--- src/rtl/seq_div.sv ---
// Sequential restoring divider, one quotient bit per cycle, signed/unsigned.
// Optional build macro: SEQ_DIV_ZERO_FAST_EN -- a zero divisor finishes one cycle
// after acceptance instead of running all WIDTH iterations.
module seq_div #(
    parameter int unsigned WIDTH = 32
) (
    input  logic             clk,
    input  logic             rst_n,
    input  logic             in_valid,
    output logic             in_ready,
    input  logic             sign,
    input  logic [WIDTH-1:0] dividend,
    input  logic [WIDTH-1:0] divisor,
    input  logic             abort,
    output logic             out_valid,
    input  logic             out_ready,
    output logic [WIDTH-1:0] quotient,
    output logic [WIDTH-1:0] remainder,
    output logic             div_zero
);

    localparam int unsigned CntW = $clog2(WIDTH + 1);
    localparam logic [CntW-1:0] CntLoad = CntW'(WIDTH);
    localparam logic [CntW-1:0] CntOne  = CntW'(1);

    typedef enum logic [1:0] {StIdle, StBusy, StDone} state_e;

    state_e          state_q, state_d;
    logic [CntW-1:0] cnt_q, cnt_d;
    // acc: partial remainder; quo: dividend bits shift out as quotient bits shift in
    logic [WIDTH-1:0] acc_q, acc_d, quo_q, quo_d, dvs_q, dvs_d;
    logic             signed_q, signed_d, dvd_neg_q, dvd_neg_d, dvs_neg_q, dvs_neg_d;
    logic [WIDTH-1:0] quotient_d, remainder_d;
    logic             div_zero_d;

    logic [WIDTH:0]   trial;
    logic [WIDTH-1:0] q_step, r_step, q_mag, r_mag;
    logic             fast_zero, finish;

`ifdef SEQ_DIV_ZERO_FAST_EN
    assign fast_zero = (dvs_q == '0);
`else
    assign fast_zero = 1'b0;
`endif

    // One restoring step plus the final magnitudes for the finishing cycle
    always_comb begin
        trial = {acc_q, quo_q[WIDTH-1]} - {1'b0, dvs_q};
        if (trial[WIDTH]) begin
            r_step = {acc_q[WIDTH-2:0], quo_q[WIDTH-1]};
            q_step = {quo_q[WIDTH-2:0], 1'b0};
        end else begin
            r_step = trial[WIDTH-1:0];
            q_step = {quo_q[WIDTH-2:0], 1'b1};
        end
        // Fast zero path: quo_q still holds |dividend| on the first BUSY cycle
        q_mag  = fast_zero ? '1 : q_step;
        r_mag  = fast_zero ? quo_q : r_step;
        finish = (state_q == StBusy) && (fast_zero || (cnt_q == CntOne));
    end

    // Next-state, datapath and result registration
    always_comb begin
        state_d     = state_q;
        cnt_d       = cnt_q;
        acc_d       = acc_q;
        quo_d       = quo_q;
        dvs_d       = dvs_q;
        signed_d    = signed_q;
        dvd_neg_d   = dvd_neg_q;
        dvs_neg_d   = dvs_neg_q;
        quotient_d  = quotient;
        remainder_d = remainder;
        div_zero_d  = div_zero;
        if (abort) begin
            state_d = StIdle;
            cnt_d   = '0;
        end else begin
            unique case (state_q)
                StIdle: begin
                    if (in_valid) begin
                        signed_d  = sign;
                        dvd_neg_d = sign & dividend[WIDTH-1];
                        dvs_neg_d = sign & divisor[WIDTH-1];
                        quo_d     = (sign && dividend[WIDTH-1]) ? '0 - dividend : dividend;
                        dvs_d     = (sign && divisor[WIDTH-1]) ? '0 - divisor : divisor;
                        acc_d     = '0;
                        cnt_d     = CntLoad;
                        state_d   = StBusy;
                    end
                end
                StBusy: begin
                    acc_d = r_step;
                    quo_d = q_step;
                    cnt_d = cnt_q - CntOne;
                    if (finish) begin
                        cnt_d       = '0;
                        state_d     = StDone;
                        quotient_d  = (signed_q && (dvd_neg_q ^ dvs_neg_q)) ? '0 - q_mag : q_mag;
                        remainder_d = dvd_neg_q ? '0 - r_mag : r_mag;
                        div_zero_d  = (dvs_q == '0);
                    end
                end
                StDone: begin
                    if (out_ready) state_d = StIdle;
                end
                default: state_d = StIdle;
            endcase
        end
    end

    // State and datapath registers
    always_ff @(posedge clk or negedge rst_n) begin
        if (!rst_n) begin
            state_q   <= StIdle;
            cnt_q     <= '0;
            acc_q     <= '0;
            quo_q     <= '0;
            dvs_q     <= '0;
            signed_q  <= 1'b0;
            dvd_neg_q <= 1'b0;
            dvs_neg_q <= 1'b0;
            quotient  <= '0;
            remainder <= '0;
            div_zero  <= 1'b0;
        end else begin
            state_q   <= state_d;
            cnt_q     <= cnt_d;
            acc_q     <= acc_d;
            quo_q     <= quo_d;
            dvs_q     <= dvs_d;
            signed_q  <= signed_d;
            dvd_neg_q <= dvd_neg_d;
            dvs_neg_q <= dvs_neg_d;
            quotient  <= quotient_d;
            remainder <= remainder_d;
            div_zero  <= div_zero_d;
        end
    end

    assign in_ready  = (state_q == StIdle);
    assign out_valid = (state_q == StDone);

endmodule

--- config.mk ---
export PLATFORM = sky130hd
export DESIGN_NAME = seq_div
export DESIGN_NICKNAME = d
export VERILOG_FILES = /design/src/rtl/seq_div.sv
export SDC_FILE = /design/constraint.sdc
export NUM_CORES = 1
export LEC_CHECK = 0
export BUFFER_PORTS_ARGS = -buffer_cell sky130_fd_sc_hd__buf_2
export CORE_MARGIN = 10
export CORE_UTILIZATION = 25
export DETAILED_ROUTE_END_ITERATION = 6
export MAX_ROUTING_LAYER = met4
export SLEW_MARGIN = 40
export SYNTH_ARGS = -nofsm -noshare
export SYNTH_HDL_FRONTEND = slang
export SYNTH_SLANG_ARGS = --single-unit
--- constraint.sdc ---
create_clock -name clk -period 6.1 [get_ports clk]
set_input_delay 1.22 -clock clk [delete_from_list [all_inputs] [get_ports clk]]
set_output_delay 1.22 -clock clk [all_outputs]
set_load 0.01 [all_outputs]
## Word-level counts from Yosys, hierarchy flattened

Cells that the tools add are included.

| storage, ports and cells | value |
|---|---|
| output and inout port bits | 67 |
| flip-flop bits (word level) | 172 |
| logic and storage cells | 60 |

| cells by class | value |
|---|---|
| eq/ne operators | 7 |
| multiplexer cells | 19 |
| reduce and logical (&&, ||, !) cells | 13 |
| bitwise logic cells | 4 |
| $add $sub $neg | 6 |

Operators with widths:

| operator | number |
|---|---|
| $mux W32 | 7 |
| $pmux W32 S2 | 2 |
| $sub A1 B32 Y32 const A | 4 |
| $sub A33 B32 Y33 | 1 |
| $logic_not A32 Y1 | 1 |
| $mux W6 | 3 |
| $pmux W6 S2 | 1 |
| $reduce_and A3 Y1 | 4 |
| $mux W2 | 4 |
| $eq A6 B1 Y1 const B | 1 |
| $ne A3 B2 Y1 const B | 2 |
| $pmux W2 S3 | 1 |
| $sub A6 B1 Y6 const B | 1 |
| $logic_and A1 B1 Y1 | 4 |
| $ne A3 B3 Y1 const B | 1 |
| $reduce_bool A3 Y1 | 1 |
| $and A1 B1 Y1 | 2 |
| $eq A2 B1 Y1 const B | 1 |
| $eq A2 B2 Y1 const B | 1 |
| $logic_not A2 Y1 | 1 |
| $ne A2 B2 Y1 const B | 1 |
| $reduce_and A2 Y1 | 1 |
| $reduce_bool A2 Y1 | 1 |
| $mux W1 | 1 |
| 2 further kinds | 2 |

## Longest topological paths before layout

| logic depth | value |
|---|---|
| depth in word-level cells | 5 |
| mapped depth | 26 |
| mapped depth without buffers | 21 |

## Worst setup path before layout

No wires, ideal clock.

| path | value |
|---|---|
| path kind | register to register |
| start | register quo_q[31] |
| end | register remainder[30] |
| slack | 1.080 ns |
| stages on the path, launching flop included | 26 |
| period minus slack after synthesis | 5.020 ns |
| data arrival time | 4.887 ns |
| library setup time | 0.133 ns |
| required time | 5.967 ns |
| cells stage by stage | dfrtp_1 inv_1 ha_1 fa_1 nor2b_4 o31a_4 o211ai_1 o211ai_2 nor3_2 nor2_8 inv_2 buf_6 buf_2 buf_2 buf_2 nor2_1 a21oi_1 ha_1 nand2_1 nor4_1 nand4b_1 a221oi_1 o2111ai_1 o41ai_1 xor2_1 o21ai_0 |

| on the way | value |
|---|---|
| longest elaborated chain between the ends | 4 |

Ends and longest elaborated chain:

| item | line | source |
|---|---|---|
| start, declared | 31 | `logic [WIDTH-1:0] acc_q, acc_d, quo_q, quo_d, dvs_q, dvs_d;` |
| start signal, assigned | 130 | `quo_q <= quo_d;` |
| $sub A33 B32 Y33 | 48 | `trial = {acc_q, quo_q[WIDTH-1]} - {1'b0, dvs_q};` |
| $mux W32 (*) | 49 | `if (trial[WIDTH]) begin` |
| $sub A1 B32 Y32 | 100 | `remainder_d = dvd_neg_q ? '0 - r_mag : r_mag;` |
| $mux W32 (*) | 100 |  |
| end signal, assigned | 136 | `remainder <= remainder_d;` |
| end, declared | 18 | `output logic [WIDTH-1:0] remainder,` |

Every way passes the cells marked *; elsewhere a longest branch is shown, timed or not.
A chain may end at the register's enable or synchronous reset.

## Final worst setup path

| path | value |
|---|---|
| start | register acc_q[9] |
| end | register remainder[30] |

| on the way | value |
|---|---|
| longest elaborated chain between the ends | 4 |

Ends and longest elaborated chain:

| item | line | source |
|---|---|---|
| start, declared | 31 |  |
| start signal, assigned | 117 | `acc_q <= '0;` |
| start signal, assigned | 129 | `acc_q <= acc_d;` |
| $sub A33 B32 Y33 | 48 |  |
| $mux W32 (*) | 49 |  |
| $sub A1 B32 Y32 | 100 |  |
| $mux W32 (*) | 100 |  |

Marked as above.

==> results.json <==
{
  "status": "finished, final reports clean",
  "fmax_mhz": 181,
  "avgSynthCellArea_um2": 7.93,
  "yosys-top-cells-area": "dfrtp_1, o21ai_0, nand2_1",
  "rows": 80,
  "start_util_pct": 25.4,
  "cts-root-buf": "clkbuf_16",
  "nets": 1735,
  "slowest_delay_ns": 0.56,
  "firstDrtPassIters": 5,
  "yosysWarningCount": 0,
  "synth_edf_count": 0,
  "synth_top_cell_area_share_pct": 35.4,
  "crit_type": "flop to flop",
  "wl_mm": 42.3,
  "clockBufferDepth": 2,
  "period_minus_slack_ns": 5.53,
  "die_width_um": 241,
  "gp_congestion": 0.946,
  "die_y_um": 241,
  "htreeDepth": 4,
  "grt_use_total_pct": 14.9,
  "synth_cell_types": 83,
  "rsz0062_at_grt": "false",
  "hp-start": "quotient[17]$_DFFE_PN0P_",
  "setup_viol": 0,
  "synth-seq-area-share_pct": 35.4,
  "cts_tree": "done",
  "critPathBufInv": 1,
  "synthMuxAreaShare_pct": 2.18,
  "nFillCells": 5124,
  "crit_required_ns": 6.42,
  "drc": 0,
  "yosys.area_share.adder_pct": 4.07,
  "ioPinCount": 137,
  "drt_iter0_markers": 654,
  "dieArea_mm2": 0.0579,
  "areaGrowthSynthToFinish_pct": 15.6,
  "finalPower_mw": 8.06,
  "vias": 11500,
  "antenna_found_initial": 0,
  "tightest_slew_ns": 0.848,
  "instances_no_fill": 2254,
  "dpl.hpwl_mm": 32.9,
  "wl_per_cell_um": 18.7,
  "worstSetupStartpoint": "acc_q[9]$_DFFE_PN0P_",
  "syn_area_mm2": 0.0122,
  "num_antenna_cells": 0,
  "grt_pass1_wl_mm": 65.4,
  "synthTopCellsByCount": "nand2_1, o21ai_0, dfrtp_1, a21oi_1, nor2_1",
  "path_cells": "ha_1 -> nand4_1 -> a2111oi_1 -> o211ai_1 -> o211ai_2 -> o21a_1 -> nor2_8 -> inv_2 -> nor2_1 -> a21oi_1 -> ha_1 -> nand2_1 -> nor4_1 -> nand4b_1 -> a221oi_2 -> o2111ai_1 -> o41ai_1 -> xor2_1 -> o21ai_0",
  "slew_headroom_pct": 42.9,
  "powerDensity_mw_per_mm2": 573,
  "min_path_type": "flop to flop",
  "clk_pin_slew_ns": 0.07,
  "async_reset_ff_share_pct": 100,
  "synth_seq_cells": 172,
  "path_common_cell": "ha_1",
  "drv_cap": 0,
  "hold_buffers": 0,
  "synthXorXnorAreaFrac_pct": 9.43,
  "tns_ns": 0,
  "worst_path_max_delay_cell": "a2111oi_1",
  "core-area_mm2": 0.0479,
  "port_buffers": 136,
  "hold_viol_final": 0,
  "synth_top_area_cell": "dfrtp_1",
  "synth_simple_gate_area_share_pct": 20.7,
  "reg2reg_slack_ns": 0.57,
  "finalClockSkew_ns": 0.0109,
  "ir_drop_uv": 282,
  "dp.cells": 2222,
  "yosysMostFrequentCell": "nand2_1",
  "critPathCaptureType": "flop",
  "seq_area_mm2": 0.00430,
  "synth_ff_type": "dfrtp_1",
  "r2r_start": "acc_q[9]$_DFFE_PN0P_",
  "path_delay_family": "compound AO/OA/AOI/OAI gates",
  "cts_buffers": 17,
  "multiInputGateArea_mm2": 0.00738,
  "synth_compound_area_share_pct": 23.7,
  "numClockSinks": 172,
  "cp_max_fo": 14,
  "crit_path_start_kind": "flop",
  "ant_nets": 0,
  "syn_inst": 1535,
  "routed_via_density": 5.12,
  "insertion_delay_ns": 0.45,
  "drv_slew": 0,
  "syn-num-nets": 1644,
  "grt_pass1_vias": 11300,
  "p_leak_nw": 6.13,
  "grt_max_degree": 96,
  "synth_top_family_by_area": "compound AO/OA/AOI/OAI gates",
  "min_period_over_period_pct": 90.6,
  "layout-drive-gt1-share_pct": 12.8,
  "grt-ovfl-total": 0,
  "crit_arrival_ns": 5.85
}
-- where the power goes --
part           switching (mW)  internal, mW
clock                   0.512         0.585
combinational            3.36          1.75
sequential              0.355          1.50
-- routing by layer --
metal  global-route usage [%]  up-vias  part of all wire [%]
li1                         -     5623                     -
met1                     20.4     5532                    50
met2                     21.9      330                    43
met3                     2.44       54                   5.1
met4                     4.66        0                   2.0
met5                        -        -                     0
-- cell families after synthesis --
| logic type | Yosys count |
|---|---|
| flip-flops | 172 |
| AND/OR/NAND/NOR | 542 |
| multiplexers | 25 |
| AO/OA/AOI/OAI | 488 |
| XOR/XNOR | 131 |
| buffers and inverters | 138 |
| adder cells (fa/ha/maj) | 39 |
-- cell type report --
cell class / count / share of cell area (%)
clock buffer: 20 / 3.18
clock inverter: 12 / 0.925
inverter: 61 / 1.63
multi-input combinational: 1225 / 52.4
sequential: 172 / 30.6
tap: 615 / 5.47
timing repair buffer: 149 / 5.77
-- worst paths after layout --
| path | cells after the start | to |
|---|---|---|
| min reg2reg | 2 | quotient[17]$_DFFE_PN0P_ |
| max | 19 | remainder[30]$_DFFE_PN0P_ |
| min | 2 | quotient[17]$_DFFE_PN0P_ |
| max reg2reg | 19 | remainder[30]$_DFFE_PN0P_ |
| max in group asynchronous | 2 | dvs_q[10]$_DFFE_PN0P_ |
| min in group asynchronous | 1 | quo_q[28]$_DFFE_PN0P_ |
-- layout by cell type (no fill, tap or decap), types with 11 or more instances in the layout --
| cell | instances |
|---|---|
| nand2_1 | 235 |
| o21ai_0 | 219 |
| dfrtp_1 | 172 |
| buf_2 | 135 |
| a21oi_1 | 127 |
| nor2_1 | 123 |
| xnor2_1 | 80 |
| inv_1 | 59 |
| xor2_1 | 51 |
| ha_1 | 38 |
| nor3_1 | 34 |
| nor4_1 | 29 |
| mux2i_1 | 22 |
| a31oi_1 | 21 |
| o31ai_1 | 19 |
| or3_1 | 17 |
| clkbuf_16 | 17 |
| nand3_1 | 14 |
| nand4_1 | 13 |
| nand2b_1 | 12 |
| and2_1 | 12 |
| o41ai_1 | 11 |
| buf_4 | 11 |
-- state kept, by name, indices dropped and copies added, names as in the netlist --
register,cells
acc_q,32
dvs_q,32
quo_q,32
quotient,32
remainder,32
cnt_q,6
state_q,2
div_zero,1
dvd_neg_q,1
dvs_neg_q,1
signed_q,1
-- per-stage QoR --
stage	hold WS [ns]	instance area, um^2	worst slack [ns]	util [%]
after floorplan	0.459	12200	1.08	-
after global placement	0.457	13400	0.797	28.0
after detailed placement	0.465	13500	0.495	28.1
after CTS	0.481	14000	0.468	29.3
after global routing	0.497	14100	0.0734	29.3
final	0.473	14100	0.574	29.3
-- what timing repair did --
action	in CTS	in global routing
resized for setup	0	1
setup endpoints to repair	0	1
setup buffers	0	0
-- worst register-to-register path: stages (launching register included) --
cell       delay, ns
dfrtp_1         0.42
ha_1            0.53
nand4_1         0.20
a2111oi_1       0.56
o211ai_1        0.20
o211ai_2        0.15
o21a_1          0.47
nor2_8          0.08
inv_2           0.10
nor2_1          0.05
a21oi_1         0.21
ha_1            0.34
nand2_1         0.08
nor4_1          0.31
nand4b_1        0.18
a221oi_2        0.56
o2111ai_1       0.26
o41ai_1         0.41
xor2_1          0.19
o21ai_0         0.09
Note: power is estimated with default switching activity, not from simulation.
